## src/rtl/core_mem_responder_pkg.sv

```systemverilog
// Shared types and lane helpers for the core's memory-side transfer responder.
package core_mem_responder_pkg;

  // Transfer size as carried on the core's size field; 3 is not a legal size.
  typedef enum logic [1:0] {
    MEM_BYTE = 2'd0,
    MEM_HALF = 2'd1,
    MEM_WORD = 2'd2,
    MEM_BAD  = 2'd3
  } mem_size_t;

  // Responder control states.
  typedef enum logic [1:0] {
    ST_IDLE    = 2'd0,
    ST_REQ     = 2'd1,
    ST_RD_WAIT = 2'd2,
    ST_RESP    = 2'd3
  } mem_state_t;

  // Byte lanes touched by an access of the given size at the given byte offset.
  function automatic logic [3:0] mem_lane_enable(input mem_size_t size, input logic [1:0] addr_lo);
    logic [3:0] be;
    case (size)
      MEM_BYTE: be = 4'b0001 << addr_lo;
      MEM_HALF: be = 4'b0011 << addr_lo;
      MEM_WORD: be = 4'b1111;
      default:  be = 4'b0000;
    endcase
    return be;
  endfunction

  // True when the access is not naturally aligned or the size is illegal.
  function automatic logic mem_misaligned(input mem_size_t size, input logic [1:0] addr_lo);
    logic bad;
    case (size)
      MEM_BYTE: bad = 1'b0;
      MEM_HALF: bad = addr_lo[0];
      MEM_WORD: bad = |addr_lo;
      default:  bad = 1'b1;
    endcase
    return bad;
  endfunction

endpackage

```

## src/rtl/core_mem_lanes.sv

```systemverilog
// Combinational lane steering: byte enables and store replication for the
// outgoing request, and right-justify/zero-extend for returning load data.
module core_mem_lanes
  import core_mem_responder_pkg::*;
(
  input  mem_size_t   size,
  input  logic [1:0]  addr_lo,
  input  logic [31:0] data_wr,
  input  mem_size_t   rd_size,
  input  logic [1:0]  rd_addr_lo,
  input  logic [31:0] readdata,
  output logic [3:0]  byteenable,
  output logic [31:0] writedata,
  output logic [31:0] rd_data
);

  logic [31:0] shifted_s;

  // Store side: lane enables and data replicated so every lane carries the operand.
  always_comb begin
    byteenable = mem_lane_enable(size, addr_lo);
    case (size)
      MEM_BYTE: writedata = {4{data_wr[7:0]}};
      MEM_HALF: writedata = {2{data_wr[15:0]}};
      MEM_WORD: writedata = data_wr;
      default:  writedata = 32'h0000_0000;
    endcase
  end

  // Load side: bring the addressed lane down to bit 0 and clear everything above the size.
  always_comb begin
    shifted_s = readdata >> {rd_addr_lo, 3'b000};
    case (rd_size)
      MEM_BYTE: rd_data = {24'h00_0000, shifted_s[7:0]};
      MEM_HALF: rd_data = {16'h0000, shifted_s[15:0]};
      MEM_WORD: rd_data = shifted_s;
      default:  rd_data = 32'h0000_0000;
    endcase
  end

endmodule

```

## src/rtl/core_mem_responder.sv

```systemverilog
// Memory-side end of the core load/store handshake, mastering an Avalon-MM bus.
// One request at a time; answers with a single-cycle mem_ready (plus mem_fault).
module core_mem_responder
  import core_mem_responder_pkg::*;
#(
  parameter int unsigned TIMEOUT    = 255,
  parameter logic [31:0] BASE_ADDR  = 32'h0000_0000,
  parameter logic [31:0] LIMIT_ADDR = 32'h3FFF_FFFF
) (
  input  logic        clk,
  input  logic        rst_n,
  input  logic        start,
  input  logic        write,
  input  logic [1:0]  size,
  input  logic [31:0] addr,
  input  logic [31:0] data_wr,
  output logic        mem_ready,
  output logic        mem_fault,
  output logic [31:0] data_rd,
  output logic        busy,
  output logic [29:0] avl_address,
  output logic        avl_read,
  output logic        avl_write,
  output logic [3:0]  avl_byteenable,
  output logic [31:0] avl_writedata,
  input  logic        avl_waitrequest,
  input  logic [31:0] avl_readdata,
  input  logic        avl_readdatavalid
);

  localparam logic [15:0] TIMEOUT_CNT = 16'(TIMEOUT);
  localparam logic [31:0] ADDR_SPAN   = LIMIT_ADDR - BASE_ADDR;

  mem_state_t  state_r, state_s;
  logic        fault_r, fault_s;
  logic        write_r;
  mem_size_t   size_r;
  logic [1:0]  addr_lo_r;
  logic [15:0] cnt_r, cnt_s;

  mem_size_t   req_size_s;
  logic        illegal_s;
  logic        latch_s;
  logic        rd_s, wr_s, ready_s, mfault_s, busy_s;
  logic [31:0] data_rd_s;
  logic [3:0]  be_s;
  logic [31:0] wdata_s, rd_data_s;

  core_mem_lanes u_lanes (
    .size       (req_size_s),
    .addr_lo    (addr[1:0]),
    .data_wr    (data_wr),
    .rd_size    (size_r),
    .rd_addr_lo (addr_lo_r),
    .readdata   (avl_readdata),
    .byteenable (be_s),
    .writedata  (wdata_s),
    .rd_data    (rd_data_s)
  );

  // Request legality: alignment, size and the unsigned window [BASE_ADDR, LIMIT_ADDR].
  always_comb begin
    req_size_s = mem_size_t'(size);
    illegal_s  = mem_misaligned(req_size_s, addr[1:0]) | ((addr - BASE_ADDR) > ADDR_SPAN);
  end

  // Next state and next values of every registered output.
  always_comb begin
    state_s   = state_r;
    fault_s   = fault_r;
    cnt_s     = cnt_r;
    data_rd_s = data_rd;
    latch_s   = 1'b0;
    rd_s      = 1'b0;
    wr_s      = 1'b0;
    case (state_r)
      ST_IDLE: begin
        if (start) begin
          // Illegal requests still pass through one strobe-less REQ cycle so the
          // fault answer arrives with the same latency as a zero-wait store.
          latch_s = 1'b1;
          cnt_s   = 16'd0;
          fault_s = illegal_s;
          rd_s    = ~illegal_s & ~write;
          wr_s    = ~illegal_s & write;
          state_s = ST_REQ;
        end else begin
          state_s = ST_IDLE;
        end
      end
      ST_REQ: begin
        cnt_s = cnt_r + 16'd1;
        if (fault_r) begin
          state_s = ST_RESP;
        end else if (!avl_waitrequest) begin
          state_s = write_r ? ST_RESP : ST_RD_WAIT;
        end else if (cnt_s == TIMEOUT_CNT) begin
          fault_s = 1'b1;
          state_s = ST_RESP;
        end else begin
          rd_s = avl_read;
          wr_s = avl_write;
        end
      end
      ST_RD_WAIT: begin
        cnt_s = cnt_r + 16'd1;
        if (avl_readdatavalid) begin
          data_rd_s = rd_data_s;
          state_s   = ST_RESP;
        end else if (cnt_s == TIMEOUT_CNT) begin
          fault_s = 1'b1;
          state_s = ST_RESP;
        end else begin
          state_s = ST_RD_WAIT;
        end
      end
      ST_RESP: begin
        state_s = ST_IDLE;
      end
      default: begin
        state_s = ST_IDLE;
      end
    endcase
    ready_s  = (state_s == ST_RESP);
    mfault_s = (state_s == ST_RESP) & fault_s;
    busy_s   = (state_s != ST_IDLE);
  end

  // State, request latches and all outputs; reset aborts any transfer in flight.
  always_ff @(posedge clk or negedge rst_n) begin
    if (!rst_n) begin
      state_r        <= ST_IDLE;
      fault_r        <= 1'b0;
      write_r        <= 1'b0;
      size_r         <= MEM_BYTE;
      addr_lo_r      <= 2'd0;
      cnt_r          <= 16'd0;
      mem_ready      <= 1'b0;
      mem_fault      <= 1'b0;
      data_rd        <= 32'h0000_0000;
      busy           <= 1'b0;
      avl_address    <= 30'd0;
      avl_read       <= 1'b0;
      avl_write      <= 1'b0;
      avl_byteenable <= 4'h0;
      avl_writedata  <= 32'h0000_0000;
    end else begin
      state_r   <= state_s;
      fault_r   <= fault_s;
      cnt_r     <= cnt_s;
      mem_ready <= ready_s;
      mem_fault <= mfault_s;
      data_rd   <= data_rd_s;
      busy      <= busy_s;
      avl_read  <= rd_s;
      avl_write <= wr_s;
      if (latch_s) begin
        write_r        <= write;
        size_r         <= req_size_s;
        addr_lo_r      <= addr[1:0];
        avl_address    <= addr[31:2];
        avl_byteenable <= illegal_s ? 4'h0 : be_s;
        avl_writedata  <= wdata_s;
      end else begin
        write_r        <= write_r;
        size_r         <= size_r;
        addr_lo_r      <= addr_lo_r;
        avl_address    <= avl_address;
        avl_byteenable <= avl_byteenable;
        avl_writedata  <= avl_writedata;
      end
    end
  end

endmodule

```

## config.mk

```make
export PLATFORM = sky130hd
export DESIGN_NAME = core_mem_responder
export DESIGN_NICKNAME = d
export VERILOG_FILES = /design/src/rtl/core_mem_responder_pkg.sv /design/src/rtl/core_mem_lanes.sv /design/src/rtl/core_mem_responder.sv
export SDC_FILE = /design/constraint.sdc
export NUM_CORES = 1
export LEC_CHECK = 0
export CORE_MARGIN = 2
export CORE_UTILIZATION = 30
export CTS_BUF_LIST = sky130_fd_sc_hd__clkbuf_4 sky130_fd_sc_hd__clkbuf_8
export CTS_CLUSTER_SIZE = 25
export DETAILED_ROUTE_END_ITERATION = 8
export PLACE_DENSITY = 0.58
export SLEW_MARGIN = 40
export SYNTH_ARGS = -nofsm -noshare
export SYNTH_HDL_FRONTEND = slang
export SYNTH_SLANG_ARGS = --single-unit
```

## constraint.sdc

```tcl
create_clock -name clk -period 4.7 [get_ports clk]
set_input_delay 1.41 -clock clk [delete_from_list [all_inputs] [get_ports clk]]
set_output_delay 1.41 -clock clk [all_outputs]
set_load 0.05 [all_outputs]
```

-- Yosys cells after proc, flatten, opt, wreduce, memory -nomap -nowiden
Cells that the tools add are included.
- $add $sub $neg: 1
- multipliers: 0
- divide/modulo/power cells: 0
- order comparisons: 1
- equality and inequality tests: 11
- shift operators: 3
- muxes and demuxes: 31
- bitwise operators: 6
- reduce and logical (&&, ||, !) cells: 9
- operators with widths (kind ; count):
    case mux 32 bit (3 select lines) ; 2
    > comparator 32 x 30 -> 1 bit, second input constant ; 1
    case mux 16 bit (2 select lines) ; 1
    >> shifter 32 x 5 -> 32 bit ; 1
    two-way mux 1 bit ; 17
    adder 16 x 1 -> 16 bit, second input constant ; 1
    equality test 16 x 8 -> 1 bit, second input constant ; 1
    two-way mux 16 bit ; 1
    case mux 4 bit (3 select lines) ; 1
    equality test 2 bit, second input constant ; 5
    case mux 2 bit (4 select lines) ; 1
    equality test 2 x 1 -> 1 bit, second input constant ; 3
    zero test 2 bit ; 3
    two-way mux 2 bit ; 3
    case mux 1 bit (3 select lines) ; 2
    two-way mux 4 bit ; 1
    inequality test 4 bit, second input constant ; 1
    case mux 1 bit (2 select lines) ; 2
    AND reduction 2 bit ; 2
    nonzero test 2 bit ; 2
    OR reduction 2 bit ; 2
    << shifter 1 x 2 -> 4 bit, first input constant ; 1
    << shifter 2 x 2 -> 4 bit, first input constant ; 1
    bitwise AND 1 bit ; 3
    other kinds (3) ; 4
- flip-flop bits (word level): 127
- latch bits: 0
- bits in writable memories: 0
- bits in read-only memories: 0
- bits of input ports: 104
- output and inout port bits: 103
- memories kept: 0

-- Longest topological paths before layout
- depth in word-level cells: 8
- depth in mapped cells: 9

-- Hierarchy
Synthesis repeated with hierarchy kept, for this count alone.
- cell total of the unflattened synthesis: 743
- area total of the unflattened synthesis: 6562.5 µm²
- modules (own cells, without submodules) (module ; times used ; cells an instance ; area each (µm²) ; sequential area each (µm²)):
    core_mem_responder ; 1 ; 572 ; 5490.3 ; 3178.0
    core_mem_lanes ; 1 ; 171 ; 1072.3 ; 0.0

-- Worst setup path before layout
Ideal clock, no wire load.
- path kind: input to register
- from: in avl_readdatavalid
- to: reg data_rd[24]
- arrival time: 2638 ps
- data required time: 4633 ps
- path slack: 1995 ps
- stages on the path: 5
- buffers on the path: 1
- cells stage by stage: nand2_1 -> nor4b_2 -> nor2b_1 -> clkbuf_1 -> a22o_1
- cells in the longest elaborated chain, start to end: 1
- RTL lines (what ; RTL line ; text):
    from (decl) ; core_mem_responder.sv:28 ; input logic avl_readdatavalid
    AND reduction 2 bit (no line) ; - ;
    to (signal assigned) ; core_mem_responder.sv:153 ; data_rd <= data_rd_s;
    to (decl) ; core_mem_responder.sv:19 ; output logic [31:0] data_rd,
Every way passes these cells.
A chain may end at the register's enable or synchronous reset.

-- Final worst setup path
- from: in avl_readdatavalid
- to: reg data_rd[26]
Same word-level chain as after synthesis.

==> impl_metrics.tcl <==
set metrics [dict create \
    status "complete, no violations" \
    reg2reg_setup_slack_ps 2190 \
    wl_per_cell_um 16.50 \
    yosys_warnings 0 \
    die_h_um 145.7 \
    rows 51 \
    via_count 5246 \
    setup_viol 0 \
    post-dp-hpwl_um 12940 \
    maxCapViolations 0 \
    synth_ff_type "dfrtp_1" \
    avgSynthCellArea_sq_um 9.552 \
    cts_buffers 17 \
    overflow 0 \
    cts.sinks 127 \
    synth_edf_count 0 \
    synth_seq_cells 127 \
    nFillCells 1887 \
    synthDominantCellAreaShare_pct 52.73 \
    dieArea_sq_mm 0.02124 \
    start_util_pct 30.77 \
    layout_common_cells "clkdlybuf4s50_1 (205), nand2_1 (160), dfrtp_1 (127)" \
    synth-seq-area-share_pct 52.73 \
    clock_path_buffers 2 \
    gp_congestion 0.7719 \
    drc_errors 0 \
    grt_pass1_vias 5265 \
    clock.fmax_mhz 316.4 \
    hold_buffers 0 \
    critPathTopFamily "simple AND/OR/NAND/NOR gates" \
    clock_latency_ps 430 \
    min_path_type "flip-flop to flip-flop" \
    cts_resized 0 \
    netlist_area_sq_mm 0.006027 \
    dr.pass1.iters 6 \
    synthArstFlopShare_pct 100.0 \
    synth_nets 741 \
    final_nets 940 \
    grt_pass1_wl_um 29400 \
    pin_count 207 \
    powerDensity_mw_per_mm2 706.5 \
    fin_crit_sh_pct 67.25 \
    tightest_slew_ps 788.4 \
    finalClockSkew_ps 14.27 \
    drive_gt1_share_pct 8.304 \
    post_cts_buffers 0 \
    routed_wirelength_um 18280 \
    crit_chain "clkdlybuf4s50_1 > nand2_1 > nor4b_2 > buf_4 > nor2b_1 > a22o_1" \
    worstPathArrival_ps 3530 \
    maxSlewViolCount 0 \
    worstSetupPathType "input port to flip-flop" \
    path_buf_inv 2 \
    final_common_cell "clkdlybuf4s50_1" \
    io_buffers 206 \
    slew_headroom_pct 47.44 \
    cp_slowest_cell "nor2b_1" \
    core_sq_mm 0.01959 \
    antenna_left 0 \
    critPathMaxStageDelay_ps 560 \
    grt_max_degree 101 \
    rsz0062_at_grt "no" \
    area_growth_pct 45.30 \
    postSynthCellCount 631 \
    hold_viol 0 \
    final_core_util_pct 44.70 \
    viasPerCell 4.735 \
    drt-initial-drc-count 219 \
    fin_area_sq_mm 0.008757 \
    postPlaceCellArea_sq_mm 0.008363 \
    antennaDiodeCount 0 \
    endpoint_kind "flip-flop" \
    synth.distinct_cells 50 \
    yosys.area.top_type "dfrtp_1" \
    cts_htree_levels 4 \
    cts_tree "yes" \
    synth.area.top_cells "dfrtp_1 (53%), nand2_1 (10%), a22o_1 (6.0%)" \
    crit_required_ps 5070 \
    p_leak_nw 3.841 \
    peakVddDrop_mv 0.3826 \
    die_x_um 145.7 \
    hold_slack_ps 475.3 \
    cp-start-kind "input port" \
    crit_fanout 14 \
    grt_usage_pct 17.41 \
    setup_tns_ps 0 \
    fin_crit_ps 3161 \
    grt_antenna_before_repair 0 \
    root_buffer "clkbuf_8" \
    path_clk_slew_ps 80 \
]
[metal layers]
layer  global-route usage [%]  wire length [um]  up-vias  part of all wire, %
li1                         -                 -     2595                    -
met1                    22.43              8098     2494                   44
met2                    27.50              8641      142                   47
met3                    6.395              1290       15                  7.1
met4                    5.049               252        0                  1.4
met5                        0                 0        -                    0
[metrics by stage]
step	std cells	power [W]	setup WS, ps
after CTS	1107	0.006256	1572
after detailed placement	1075	0.005343	1087
after global routing	1108	0.006555	1429
after global placement	1075	0.005333	1173
after floorplan	631	0.004089	1995
final	1108	0.006187	1539
[area by class of cell]
class                           count  area (sq um)  area share [%]
Clock buffer                       19         261.5           2.986
Clock inverter                     13         105.1           1.200
Inverter                           12         45.04          0.5144
Multi-Input combinational cell    453          2651           30.28
Sequential cell                   127          3178           36.29
Tap cell                          265         331.6           3.786
Timing Repair Buffer              219          2185           24.95
[sequential cells by signal, summed over array words and instances (netlist names)]
register and flops:
busy 1, state_r 2, avl_address 30, mem_ready 1, addr_lo_r 2, avl_byteenable 4, avl_writedata 32, data_rd 32
size_r 2, avl_read 1, mem_fault 1, write_r 1, cnt_r 16, avl_write 1, fault_r 1
[worst register-to-register path: cells and delay by family, from the launching register on]
family                   cells  cell delay (ps)
AND/OR/NAND/NOR              3             1220
flip-flops                   1              450
AO/OA/AOI/OAI                1              220
buffers and inverters        2              320
adder cells (fa/ha/maj)      1              230
[cells in the mapped netlist, types with 2 or more instances]
| master | instances |
|---|---|
| or3_1 | 3 |
| a221oi_1 | 8 |
| o21a_1 | 2 |
| clkbuf_1 | 32 |
| nand2_1 | 161 |
| nand3_2 | 2 |
| nand3_1 | 6 |
| ha_1 | 6 |
| a21o_1 | 6 |
| nand4_1 | 5 |
| nor2b_1 | 4 |
| xnor2_1 | 3 |
| inv_1 | 12 |
| dfrtp_1 | 127 |
| mux2_2 | 9 |
| mux2_1 | 2 |
| nor2_1 | 38 |
| and3_1 | 3 |
| nor3_1 | 4 |
| or2_2 | 4 |
| and2_1 | 2 |
| a21oi_1 | 31 |
| o21ai_0 | 53 |
| xor2_1 | 3 |
| nand2b_1 | 3 |
| a22o_1 | 41 |
| mux2i_1 | 26 |
| o31ai_1 | 9 |
| buf_2 | 2 |
| buf_1 | 4 |
[power by group]
part           switching [W]  leakage (nW)  internal (W)
clock               0.000481         0.170      0.000402
sequential          0.000286          1.64       0.00151
combinational        0.00231          2.03       0.00120
total                0.00308          3.84       0.00311
[kinds of logic (layout without fill, tap and decap cells)]
| group | count (synthesis) | in the layout | share of synthesized area (%) |
|---|---|---|---|
| buffers and inverters | 51 | 263 | 3.342 |
| AND/OR/NAND/NOR | 242 | 242 | 17.11 |
| AO/OA/AOI/OAI | 162 | 162 | 18.33 |
| multiplexers | 37 | 37 | 6.373 |
| adder cells (fa/ha/maj) | 6 | 6 | 1.246 |
| flip-flops | 127 | 127 | 52.73 |
| XOR/XNOR | 6 | 6 | 0.8721 |
[path summary, 6_finish.rpt]
path,start,end,cells after the start
worst min register to register,avl_address[29],avl_address[29],2
worst max-delay path,avl_readdatavalid,data_rd[26],6
worst max register to register,state_r[0],data_rd[26],7
max in group asynchronous,rst_n,avl_writedata[5],2
worst min-delay path,avl_address[29],avl_address[29],2
min in group asynchronous,rst_n,data_rd[29],1
Note: power is estimated with default switching activity, not from simulation.
